==> config.mk <==
export PLATFORM = sky130hd
export DESIGN_NAME = vanishing_mark_board
export DESIGN_NICKNAME = d
export VERILOG_FILES = /design/src/rtl/tictac_pkg.sv /design/src/rtl/mark_fifo.sv /design/src/rtl/vanishing_mark_board.sv
export SDC_FILE = /design/constraint.sdc
export NUM_CORES = 1
export LEC_CHECK = 0
export CAP_MARGIN = 40
export CORE_MARGIN = 2
export CORE_UTILIZATION = 40
export CTS_BUF_LIST = sky130_fd_sc_hd__clkbuf_16
export CTS_CLUSTER_DIAMETER = 80
export DETAILED_ROUTE_END_ITERATION = 6
export GPL_TIMING_DRIVEN = 0
export HOLD_SLACK_MARGIN = 0.02
export PLACE_DENSITY = 0.68
export RECOVER_POWER = 50
export SLEW_MARGIN = 20
export SYNTH_ARGS = -nofsm -noshare
export SYNTH_HDL_FRONTEND = slang
export SYNTH_HIERARCHICAL = 1
export SYNTH_SLANG_ARGS = --single-unit
export TNS_END_PERCENT = 5
==> constraint.sdc <==
create_clock -name clk -period 2.64 [get_ports clk]
set_clock_uncertainty 0.15 [all_clocks]
set_input_delay 0.264 -clock clk [delete_from_list [all_inputs] [get_ports clk]]
set_output_delay 0.264 -clock clk [all_outputs]
set_load 0.05 [all_outputs]
==> src/rtl/tictac_pkg.sv <==
// Shared cell codes, player ids, FSM encoding and the player-to-cell-code helper
// for the vanishing tic-tac-toe board store.
package tictac_pkg;

    localparam logic [1:0] CELL_EMPTY = 2'b00;
    localparam logic [1:0] CELL_O     = 2'b01;
    localparam logic [1:0] CELL_X     = 2'b10;

    localparam logic PLAYER_O = 1'b0;
    localparam logic PLAYER_X = 1'b1;

    typedef enum logic {
        ST_PLAY   = 1'b0,
        ST_FROZEN = 1'b1
    } state_t;

    function automatic logic [1:0] player_code(input logic p);
        return (p == PLAYER_X) ? CELL_X : CELL_O;
    endfunction

endpackage

==> src/rtl/mark_fifo.sv <==
// Per-player circular history of placed cells; head_pos is the oldest mark.
// Push and pop may share a cycle; NEXT_VANISH_EN adds post-edge full/head lookahead.
module mark_fifo
    import tictac_pkg::*;
#(
    parameter  int DEPTH = 3,
    parameter  int POS_W = 4,
    localparam int PTR_W = (DEPTH > 1) ? $clog2(DEPTH) : 1,
    localparam int CNT_W = $clog2(DEPTH + 1)
) (
    input  logic             clk,
    input  logic             rst,
    input  logic             clear,
    input  logic             push,
    input  logic             pop,
    input  logic [POS_W-1:0] push_pos,
    output logic             full,
    output logic [CNT_W-1:0] count,
    output logic [POS_W-1:0] head_pos
`ifdef NEXT_VANISH_EN
    ,
    output logic             full_nxt,
    output logic [POS_W-1:0] head_nxt
`endif
);

    logic [POS_W-1:0] r_mem [DEPTH];
    logic [PTR_W-1:0] r_wr_ptr;
    logic [PTR_W-1:0] r_rd_ptr;
    logic [CNT_W-1:0] r_count;

    logic [PTR_W-1:0] w_wr_nxt;
    logic [PTR_W-1:0] w_rd_nxt;
    logic [CNT_W-1:0] w_cnt_nxt;

    // Explicit wrap compare so non-power-of-2 depths stay in range.
    function automatic logic [PTR_W-1:0] wrap_inc(input logic [PTR_W-1:0] p);
        return (p == PTR_W'(DEPTH - 1)) ? '0 : p + 1'b1;
    endfunction

    always_comb begin
        w_wr_nxt  = r_wr_ptr;
        w_rd_nxt  = r_rd_ptr;
        w_cnt_nxt = r_count;
        if (clear) begin
            w_wr_nxt  = '0;
            w_rd_nxt  = '0;
            w_cnt_nxt = '0;
        end else begin
            if (push) w_wr_nxt = wrap_inc(r_wr_ptr);
            if (pop)  w_rd_nxt = wrap_inc(r_rd_ptr);
            if (push && !pop)      w_cnt_nxt = r_count + 1'b1;
            else if (pop && !push) w_cnt_nxt = r_count - 1'b1;
        end
    end

    always_ff @(posedge clk or negedge rst) begin
        if (!rst) begin
            r_wr_ptr <= '0;
            r_rd_ptr <= '0;
            r_count  <= '0;
            for (int i = 0; i < DEPTH; i++) r_mem[i] <= '0;
        end else begin
            r_wr_ptr <= w_wr_nxt;
            r_rd_ptr <= w_rd_nxt;
            r_count  <= w_cnt_nxt;
            if (push && !clear) r_mem[r_wr_ptr] <= push_pos;
        end
    end

    assign full     = (r_count == CNT_W'(DEPTH));
    assign count    = r_count;
    assign head_pos = r_mem[r_rd_ptr];

`ifdef NEXT_VANISH_EN
    // New head is the word being written this edge when it lands on the next read slot.
    assign full_nxt = (w_cnt_nxt == CNT_W'(DEPTH));
    assign head_nxt = (push && !clear && (r_wr_ptr == w_rd_nxt)) ? push_pos : r_mem[w_rd_nxt];
`endif

endmodule

==> src/rtl/vanishing_mark_board.sv <==
// Vanishing tic-tac-toe board: one move per cycle, each side keeps only its last DEPTH marks.
// Results (ack/nak/evict/board) appear one cycle after the move; NEXT_VANISH_EN adds vanish_mask.
module vanishing_mark_board
    import tictac_pkg::*;
#(
    parameter  int CELLS        = 9,
    parameter  int DEPTH        = 3,
    parameter  bit FIRST_PLAYER = 1'b0,
    localparam int POS_W        = $clog2(CELLS),
    localparam int CNT_W        = $clog2(DEPTH + 1)
) (
    input  logic               clk,
    input  logic               rst,
    input  logic               clear,
    input  logic               lock,
    input  logic               mv_valid,
    input  logic               mv_player,
    input  logic [POS_W-1:0]   mv_pos,
    output logic               mv_ack,
    output logic               mv_nak,
    output logic [2*CELLS-1:0] board,
    output logic               turn,
    output logic [CNT_W-1:0]   cnt_o,
    output logic [CNT_W-1:0]   cnt_x,
    output logic               evict_valid,
    output logic [POS_W-1:0]   evict_pos,
    output logic               frozen
`ifdef NEXT_VANISH_EN
    ,
    output logic [CELLS-1:0]   vanish_mask
`endif
);

    state_t             r_state;
    state_t             w_state_nxt;
    logic [2*CELLS-1:0] r_board;
    logic               r_turn;
    logic               r_ack;
    logic               r_nak;
    logic               r_evict_vld;
    logic [POS_W-1:0]   r_evict_pos;

    logic               w_pos_ok;
    logic [1:0]         w_cell;
    logic               w_accept;
    logic               w_push_o;
    logic               w_push_x;
    logic               w_pop_o;
    logic               w_pop_x;
    logic               w_full_o;
    logic               w_full_x;
    logic [POS_W-1:0]   w_head_o;
    logic [POS_W-1:0]   w_head_x;
    logic               w_evict;
    logic [POS_W-1:0]   w_evict_pos;

    assign w_pos_ok = ({1'b0, mv_pos} < (POS_W + 1)'(CELLS));

    always_comb begin
        w_cell = CELL_EMPTY;
        for (int i = 0; i < CELLS; i++) begin
            if (mv_pos == POS_W'(i)) w_cell = r_board[2*i +: 2];
        end
    end

    // clear beats lock beats a move; a move is only decoded in PLAY.
    always_comb begin
        w_state_nxt = r_state;
        w_accept    = 1'b0;
        case (r_state)
            ST_PLAY: begin
                if (!clear && lock) begin
                    w_state_nxt = ST_FROZEN;
                end else if (!clear) begin
                    w_accept = mv_valid && w_pos_ok && (w_cell == CELL_EMPTY) &&
                               (mv_player == r_turn);
                end
            end
            ST_FROZEN: begin
                if (clear) w_state_nxt = ST_PLAY;
            end
            default: w_state_nxt = ST_PLAY;
        endcase
    end

    assign w_push_o    = w_accept && (mv_player == PLAYER_O);
    assign w_push_x    = w_accept && (mv_player == PLAYER_X);
    assign w_pop_o     = w_push_o && w_full_o;
    assign w_pop_x     = w_push_x && w_full_x;
    assign w_evict     = w_pop_o || w_pop_x;
    assign w_evict_pos = (mv_player == PLAYER_X) ? w_head_x : w_head_o;

`ifdef NEXT_VANISH_EN
    logic               w_full_nxt_o;
    logic               w_full_nxt_x;
    logic [POS_W-1:0]   w_head_nxt_o;
    logic [POS_W-1:0]   w_head_nxt_x;
`endif

    mark_fifo #(.DEPTH(DEPTH), .POS_W(POS_W)) u_fifo_o (
        .clk      (clk),
        .rst      (rst),
        .clear    (clear),
        .push     (w_push_o),
        .pop      (w_pop_o),
        .push_pos (mv_pos),
        .full     (w_full_o),
        .count    (cnt_o),
        .head_pos (w_head_o)
`ifdef NEXT_VANISH_EN
        ,
        .full_nxt (w_full_nxt_o),
        .head_nxt (w_head_nxt_o)
`endif
    );

    mark_fifo #(.DEPTH(DEPTH), .POS_W(POS_W)) u_fifo_x (
        .clk      (clk),
        .rst      (rst),
        .clear    (clear),
        .push     (w_push_x),
        .pop      (w_pop_x),
        .push_pos (mv_pos),
        .full     (w_full_x),
        .count    (cnt_x),
        .head_pos (w_head_x)
`ifdef NEXT_VANISH_EN
        ,
        .full_nxt (w_full_nxt_x),
        .head_nxt (w_head_nxt_x)
`endif
    );

    always_ff @(posedge clk or negedge rst) begin
        if (!rst) begin
            r_state     <= ST_PLAY;
            r_board     <= '0;
            r_turn      <= FIRST_PLAYER;
            r_ack       <= 1'b0;
            r_nak       <= 1'b0;
            r_evict_vld <= 1'b0;
            r_evict_pos <= '0;
        end else begin
            r_state <= w_state_nxt;
            if (clear) begin
                r_board     <= '0;
                r_turn      <= FIRST_PLAYER;
                r_ack       <= 1'b0;
                r_nak       <= 1'b0;
                r_evict_vld <= 1'b0;
                r_evict_pos <= '0;
            end else begin
                r_ack       <= w_accept;
                r_nak       <= mv_valid && !w_accept;
                r_evict_vld <= w_evict;
                if (w_evict)  r_evict_pos <= w_evict_pos;
                if (w_accept) r_turn <= ~r_turn;
                // Placed and vanished cells always differ, so both writes share the edge.
                for (int i = 0; i < CELLS; i++) begin
                    if (w_accept && (mv_pos == POS_W'(i)))
                        r_board[2*i +: 2] <= player_code(mv_player);
                    else if (w_evict && (w_evict_pos == POS_W'(i)))
                        r_board[2*i +: 2] <= CELL_EMPTY;
                end
            end
        end
    end

`ifdef NEXT_VANISH_EN
    logic [CELLS-1:0] r_vanish_mask;
    logic [CELLS-1:0] w_mask_nxt;
    logic             w_turn_nxt;
    logic             w_side_full_nxt;
    logic [POS_W-1:0] w_side_head_nxt;

    assign w_turn_nxt      = w_accept ? ~r_turn : r_turn;
    assign w_side_full_nxt = (w_turn_nxt == PLAYER_X) ? w_full_nxt_x : w_full_nxt_o;
    assign w_side_head_nxt = (w_turn_nxt == PLAYER_X) ? w_head_nxt_x : w_head_nxt_o;

    // Mask is built from post-edge state so it moves in step with the board.
    always_comb begin
        w_mask_nxt = '0;
        if (!clear && (w_state_nxt == ST_PLAY) && w_side_full_nxt) begin
            for (int i = 0; i < CELLS; i++) begin
                if (w_side_head_nxt == POS_W'(i)) w_mask_nxt[i] = 1'b1;
            end
        end
    end

    always_ff @(posedge clk or negedge rst) begin
        if (!rst) r_vanish_mask <= '0;
        else      r_vanish_mask <= w_mask_nxt;
    end

    assign vanish_mask = r_vanish_mask;
`endif

    assign mv_ack      = r_ack;
    assign mv_nak      = r_nak;
    assign board       = r_board;
    assign turn        = r_turn;
    assign evict_valid = r_evict_vld;
    assign evict_pos   = r_evict_pos;
    assign frozen      = (r_state == ST_FROZEN);

endmodule

==> flow_summary_export.csv, run 1 <==
group,metric,value,unit
worst_setup_path,cp-endpoint,"u_fifo_o/r_mem[3]",
global_routing,grtUsageTotal,18.49,%
synth,synthFlopType,"dfrtp_1",
synth,synth-edff-count,0,
timing,finalHoldViolations,0,
timing,setup_violations,0,
worst_setup_path,worst_ep_required_time,2.70,ns
status,outcome,"completed",
synth,synthArstFlopShare,100.0,%
global_routing,grt_pass1_wl,13.99,mm
clock_network,clk_path_buf_depth,2,
cells_and_area,final_cell_mix,"dfrtp_1, clkdlybuf4s50_1, mux2_2",
cells_and_area,final_common_cell,"dfrtp_1",
worst_setup_path,slowest_delay,0.37,ns
clock_network,cts.htree.levels,3,
synth,synth-compound-area-share,15.29,%
timing,worstMarginPinSlew,0.7266,ns
synth,synthAdderAreaFrac,0,%
place,hpwl,5.907,mm
power_and_ir_drop,power_frac_seq,39.7,%
worst_setup_path,cp-start-kind,"input port",
cells_and_area,utilization,51.95,%
synth,yosys.area.top_type,"dfrtp_1",
cells_and_area,diodes,0,
place,finalWeightedCongestion,0.8820,
global_routing,grt_overflow,0,
timing,fin_crit_sh,98.59,%
route,via_per_inst,5.525,
route,avgRoutedWirePerCell,17.20,um
cells_and_area,fill_cells,759,
synth,ys_ff_latch,63,
synth,syn_area_per_cell,11.10,sq um
global_routing,grt_max_degree,55,
power_and_ir_drop,intPower,1906,uW
place,port_buffers,40,
synth,synth-simple-area-share,20.35,%
worst_setup_path,startpoint,"mv_pos[0]",
worst_setup_path,ff2ff_path_depth,10,
route,drc_errors,0,
timing,timing.fmax,0.3842,GHz
power_and_ir_drop,switching_share,24.21,%
floorplan,die-area,9477,sq um
synth,syn-cell-area,3486,sq um
worst_setup_path,cp_max_fo,10,
timing,slew_violations,0,
floorplan,rows,34,
worst_setup_path,worstPathArrival,2.66,ns
timing,fin_crit,2.603,ns
timing,timing.slew.headroom,51.56,%
worst_setup_path,path_depth,12,
cells_and_area,syn_to_final_growth,28.07,%
clock_network,cts_root_buf,"clkbuf_16",
synth,syn_nets,324,
power_and_ir_drop,combinationalPowerShare,9.8,%
route,drtPass1Iterations,5,
floorplan,die_w,97.35,um
power_and_ir_drop,switchingPower,608.9,uW
synth,yosysWarnings,6,
worst_setup_path,slowest_stage,"mux2_2",
worst_setup_path,criticalPathCategory,"in2reg",
power_and_ir_drop,ir_drop,0.2975,mV
synth,synth_top_family_by_area,"simple AND/OR/NAND/NOR gates",
worst_setup_path,r2r_setup_slack,0.06,ns
floorplan,ios,41,
clock_network,cts.sinks,63,
timing,hold_ws,0.1937,ns
synth,yosysTopAreaCellShare,45.23,%
synth,synth_mux_area_share,14.39,%
synth,synth_xor_area_share,0.7538,%
worst_setup_path,crit_chain,"dlygate4sd2_1 > buf_6 > nor4_2 > a21oi_1 > nand3_2 > a21o_4 > nand3_4 > inv_1 > buf_4 > nand2b_4 > nor3b_4 > mux2_2",
clock_network,clkSlewWorstSetupHoldPaths,0.05,ns
worst_setup_path,endpoint_kind,"flop",
route,routed_wl,8.325,mm
global_routing,grt_pass1_vias,2785,
power_and_ir_drop,finalPower,2515,uW
min_path,min_path_type,"in2reg",
route,drt_iter0_drc,91,
cells_and_area,drive_above_1_share,27.66,%
cells_and_area,multiInputGateArea,1832,sq um
synth,netlist_instances,314,
clock_network,cts_tree,"built",
worst_setup_path,r2r_end,"u_fifo_o/r_mem[3]",
power_and_ir_drop,p_clk_share,50.5,%
power_and_ir_drop,leakage,0.001788,uW
timing,rsz0062_at_grt,"yes",
route,num_vias,2674,
global_routing,antenna_found_initial,0,
floorplan,initial_utilization,40.56,%
synth,synth.area.top_cells,"dfrtp_1, mux2_2, mux2i_1, nor2_1, nand2_1",
cells_and_area,register_area,1584,sq um
worst_setup_path,cp_num_buf_inv,4,
route,ant_nets,0,
synth,ys_types,57,
floorplan,die_y,97.35,um
run,cap_viol_max_count,0,
worst_setup_path,critPathTopFamily,"simple AND/OR/NAND/NOR gates",
synth,yosysSeqAreaShare,45.23,%
power_and_ir_drop,p_per_area,563.4,nW/um^2
clock_network,cts_buffers,9,
cells_and_area,nets,381,
floorplan,design.core.area,8593,sq um
clock_network,clkLatencyLatePin,0.33,ns
worst_setup_path,reg2reg_from,"board[12]",
through the flow:
| stage | setup WS [ns] | std cells | instance area, sq um | TNS, ns |
|---|---|---|---|---|
| global placement | -1.044 | 462 | 4043 | -72.03 |
| global route | -0.07494 | 484 | 4464 | -0.5837 |
| floorplan | 0.01577 | 314 | 3507 | 0 |
| detailed placement | -0.8366 | 463 | 4068 | -22.07 |
| finish | 0.03735 | 484 | 4464 | 0 |
| CTS | 0.01961 | 483 | 4438 | 0 |
registers in the layout (all words and copies together) (netlist names):
signal,count
u_fifo_o/r_rd_ptr,2
mv_ack,1
evict_valid,1
u_fifo_o/r_mem,12
u_fifo_x/r_rd_ptr,2
turn,1
frozen,1
u_fifo_x/r_wr_ptr,2
evict_pos,4
board,18
mv_nak,1
u_fifo_o/count,2
u_fifo_x/count,2
u_fifo_x/r_mem,12
u_fifo_o/r_wr_ptr,2
cell type report:
cell class,instances,share of cell area [%]
plain buffers,14,2.466
repair buffers,46,10.09
flip-flops and latches,63,35.48
clock buffers,9,5.045
well taps,108,3.027
clock inverters,7,2.186
multi-input cells,229,41.03
inverters,8,0.6726
power groups by stage:
| stage | combinational (uW) | sequential [uW] | clock [uW] |
|---|---|---|---|
| 2_1_floorplan | 132 | 1020 | 0 |
| 3_3_place_gp | 229 | 1010 | 0 |
| 3_5_place_dp | 238 | 1020 | 0 |
| 4_1_cts | 241 | 999 | 1290 |
| 5_1_grt | 269 | 1000 | 1340 |
| 6_report | 247 | 999 | 1270 |
logic make-up after synthesis:
logic type / count (synthesis)
and+or+nand+nor: 113
AOI/OAI and AO/OA: 66
DFF: 63
muxes: 47
buffers and inverters: 22
xor gates and xnor gates: 3
worst reg2reg max path: cells and delay by family, from the launching register on:
family,cells,cell delay (ns)
buf+inv,2,0.28
mux,1,0.37
simple gates,5,0.76
flops,1,0.42
compound gates,2,0.48
layer usage:
layer	vias to the layer above	GRT usage [%]	routed length, um
met1	1306	22.28	3566
met4	0	8.120	149
li1	1272	-	-
met5	-	0	0
met2	83	31.68	4266
met3	13	4.245	343
synth_stat cells (all sizes together) (6+ instances only):
| library cell | n |
|---|---|
| nand2 | 23 |
| buf | 11 |
| nor3b | 6 |
| nand2b | 9 |
| o311ai | 12 |
| dfrtp | 63 |
| o22ai | 6 |
| o21ai | 19 |
| and2 | 8 |
| a21oi | 8 |
| mux2i | 22 |
| o31ai | 9 |
| nor2 | 29 |
| mux2 | 25 |
| nor3 | 10 |
| inv | 8 |
worst min path at each step:
stage | start | end | slack (ns) | cells after the start
after floorplan | rst | board[0] | -0.18 | 0
after global placement | u_fifo_o/r_mem[7] | u_fifo_o/r_mem[7] | 0.34 | 1
after detailed placement | rst | evict_valid | -0.03 | 1
after CTS | rst | evict_valid | 0.16 | 2
after global routing | mv_pos[1] | u_fifo_o/r_mem[1] | 0.20 | 2
final | mv_pos[1] | u_fifo_o/r_mem[1] | 0.19 | 2
what timing repair did:
action,4_1_cts,5_1_grt
resized for setup,12,10
hold buffers,1,0
pin swaps,3,4
setup buffers,3,1
setup endpoints to repair,30,30
hold endpoints to repair,63,0
No activity file was read; power rests on OpenSTA's default activity.
==> run 2: changes to the inputs <==
Settings changed: SKIP_CTS_REPAIR_TIMING set to 1.
==> flow_summary_export.csv, run 2 (synthesized netlist as in run 1, its figures left out) <==
group,metric,value,unit
timing,fin_tns_setup,0,ns
place,finalWeightedCongestion,0.8820,
power_and_ir_drop,combinationalPowerShare,9.8,%
worst_setup_path,startpoint,"board[10]",
place,hpwl,5.907,mm
power_and_ir_drop,intPower,1906,uW
global_routing,grt_max_degree,55,
min_path,min_from,"clear",
cells_and_area,final_cell_mix,"dfrtp_1, clkdlybuf4s50_1, nor2_1",
timing,rsz0062_at_grt,"yes",
cells_and_area,largest_register_ffs,18,
timing,slew_violations,0,
clock_network,cts_buffers,9,
power_and_ir_drop,p_clk_share,50.5,%
min_path,min_path_type,"in2reg",
global_routing,grt_pass1_wl,13.92,mm
clock_network,clkSlewWorstSetupHoldPaths,0.06,ns
worst_setup_path,r2r_setup_slack,0.05,ns
timing,timing.slew.headroom,51.14,%
worst_setup_path,slowest_delay,0.43,ns
route,routed_wl,8.415,mm
place,port_buffers,40,
route,avgRoutedWirePerCell,17.24,um
cells_and_area,syn_to_final_growth,30.40,%
worst_setup_path,reg2reg_from,"board[10]",
timing,fin_crit,2.588,ns
place,dpl_cell_area,4068,sq um
worst_setup_path,cp_max_fo,8,
timing,timing.fmax,0.3864,GHz
floorplan,initial_utilization,40.56,%
timing,setup_violations,0,
power_and_ir_drop,p_per_area,554.1,nW/um^2
global_routing,grtUsageTotal,18.42,%
floorplan,rows,34,
worst_setup_path,crit_chain,"nor2_4 > o22ai_4 > a211oi_4 > o21ba_4 > nand3_4 > inv_2 > buf_6 > nand2b_4 > nor3b_4 > mux2_4",
cells_and_area,fill_cells,744,
global_routing,antenna_found_initial,0,
route,ant_nets,0,
cells_and_area,nets,385,
clock_network,clk_path_buf_depth,2,
worst_setup_path,cp-start-kind,"flop",
route,via_per_inst,5.506,
power_and_ir_drop,switching_share,24.32,%
route,drc_errors,0,
floorplan,ios,41,
cells_and_area,diodes,0,
power_and_ir_drop,leakage,0.001851,uW
route,drt_iter0_drc,98,
global_routing,grt_pass1_vias,2749,
clock_network,cts.sinks,63,
timing,fin_crit_sh,98.02,%
worst_setup_path,worst_ep_required_time,2.70,ns
min_path,holdPathStages,2,
timing,worstMarginPinSlew,0.7329,ns
route,drtPass1Iterations,5,
worst_setup_path,endpoint_kind,"flop",
power_and_ir_drop,switchingPower,612.5,uW
floorplan,design.core.area,8593,sq um
cells_and_area,final_common_cell,"dfrtp_1",
clock_network,cts_root_buf,"clkbuf_16",
floorplan,die_w,97.35,um
floorplan,die_y,97.35,um
worst_setup_path,ff2ff_path_depth,10,
worst_setup_path,r2r_end,"u_fifo_o/r_mem[3]",
status,outcome,"completed",
run,cap_viol_max_count,0,
global_routing,grt_overflow,0,
clock_network,cts_tree,"built",
min_path,min_to,"u_fifo_o/r_rd_ptr[0]",
cells_and_area,fin_area,4546,sq um
worst_setup_path,slowest_stage,"dfrtp_2",
floorplan,die-area,9477,sq um
route,num_vias,2687,
cells_and_area,drive_above_1_share,28.42,%
worst_setup_path,worstPathArrival,2.65,ns
clock_network,clkLatencyLatePin,0.33,ns
power_and_ir_drop,ir_drop,0.2972,mV
power_and_ir_drop,power_frac_seq,39.7,%
worst_setup_path,criticalPathCategory,"reg2reg",
timing,finalHoldViolations,0,
clock_network,cts.htree.levels,3,
## run 2: per-stage QoR
stage | instances | total power [uW] | utilization [%] | hold slack [ns] | worst slack [ns]
6_report | 488 | 2519 | 52.90 | 0.2114 | 0.05232
5_1_grt | 488 | 2614 | 52.90 | 0.2412 | -0.02564
3_5_place_dp | 463 | 1254 | 47.34 | -0.03305 | -0.8366
4_1_cts | 479 | 2530 | 51.09 | -0.3831 | -0.4862
2_1_floorplan | 314 | 1156 | - | -0.1816 | 0.01577
3_3_place_gp | 462 | 1244 | 47.04 | 0.3386 | -1.044
## run 2: area by class of cell
type | instances | area, sq um | share of cell area, %
clock buffer | 9 | 225.2 | 4.955
clock inverter | 7 | 97.59 | 2.147
multi-input combinational | 229 | 1863 | 40.99
sequential | 63 | 1584 | 34.85
timing repair buffer | 50 | 496.7 | 10.93
tap | 108 | 135.1 | 2.973
buffer | 14 | 113.9 | 2.505
inverter | 8 | 30.03 | 0.6606
## run 2: worst max-delay path: cells and delay by family, from the launching register on
family	cells	cell delay [ns]
compound gates	3	0.63
buf+inv	2	0.22
flops	1	0.43
mux	1	0.33
simple gates	4	0.71
## run 2: worst max path at each step
stage,endpoint,slack [ns],cells past startpoint
2_1_floorplan,u_fifo_o/r_mem[4],0.02,10
3_3_place_gp,board[11],-1.04,1
3_5_place_dp,u_fifo_o/r_mem[3],-0.84,11
4_1_cts,u_fifo_o/r_mem[3],-0.49,11
5_1_grt,u_fifo_o/r_mem[3],-0.03,10
6_report,u_fifo_o/r_mem[3],0.05,10
## run 2: power groups by stage
| stage | logic [uW] | registers (uW) | clock network, uW |
|---|---|---|---|
| after detailed placement | 238 | 1020 | 0 |
| after global placement | 229 | 1010 | 0 |
| final | 247 | 999 | 1270 |
| after floorplan | 132 | 1020 | 0 |
| after global routing | 269 | 1000 | 1340 |
| after CTS | 238 | 999 | 1290 |
## run 2: metal layers
layer	track usage (%)	vias to the layer above	share of wire, %
li1	-	1275	-
met1	22.52	1343	44
met2	31.78	61	52
met3	4.173	8	3.4
met4	6.944	0	1.2
met5	0	-	0
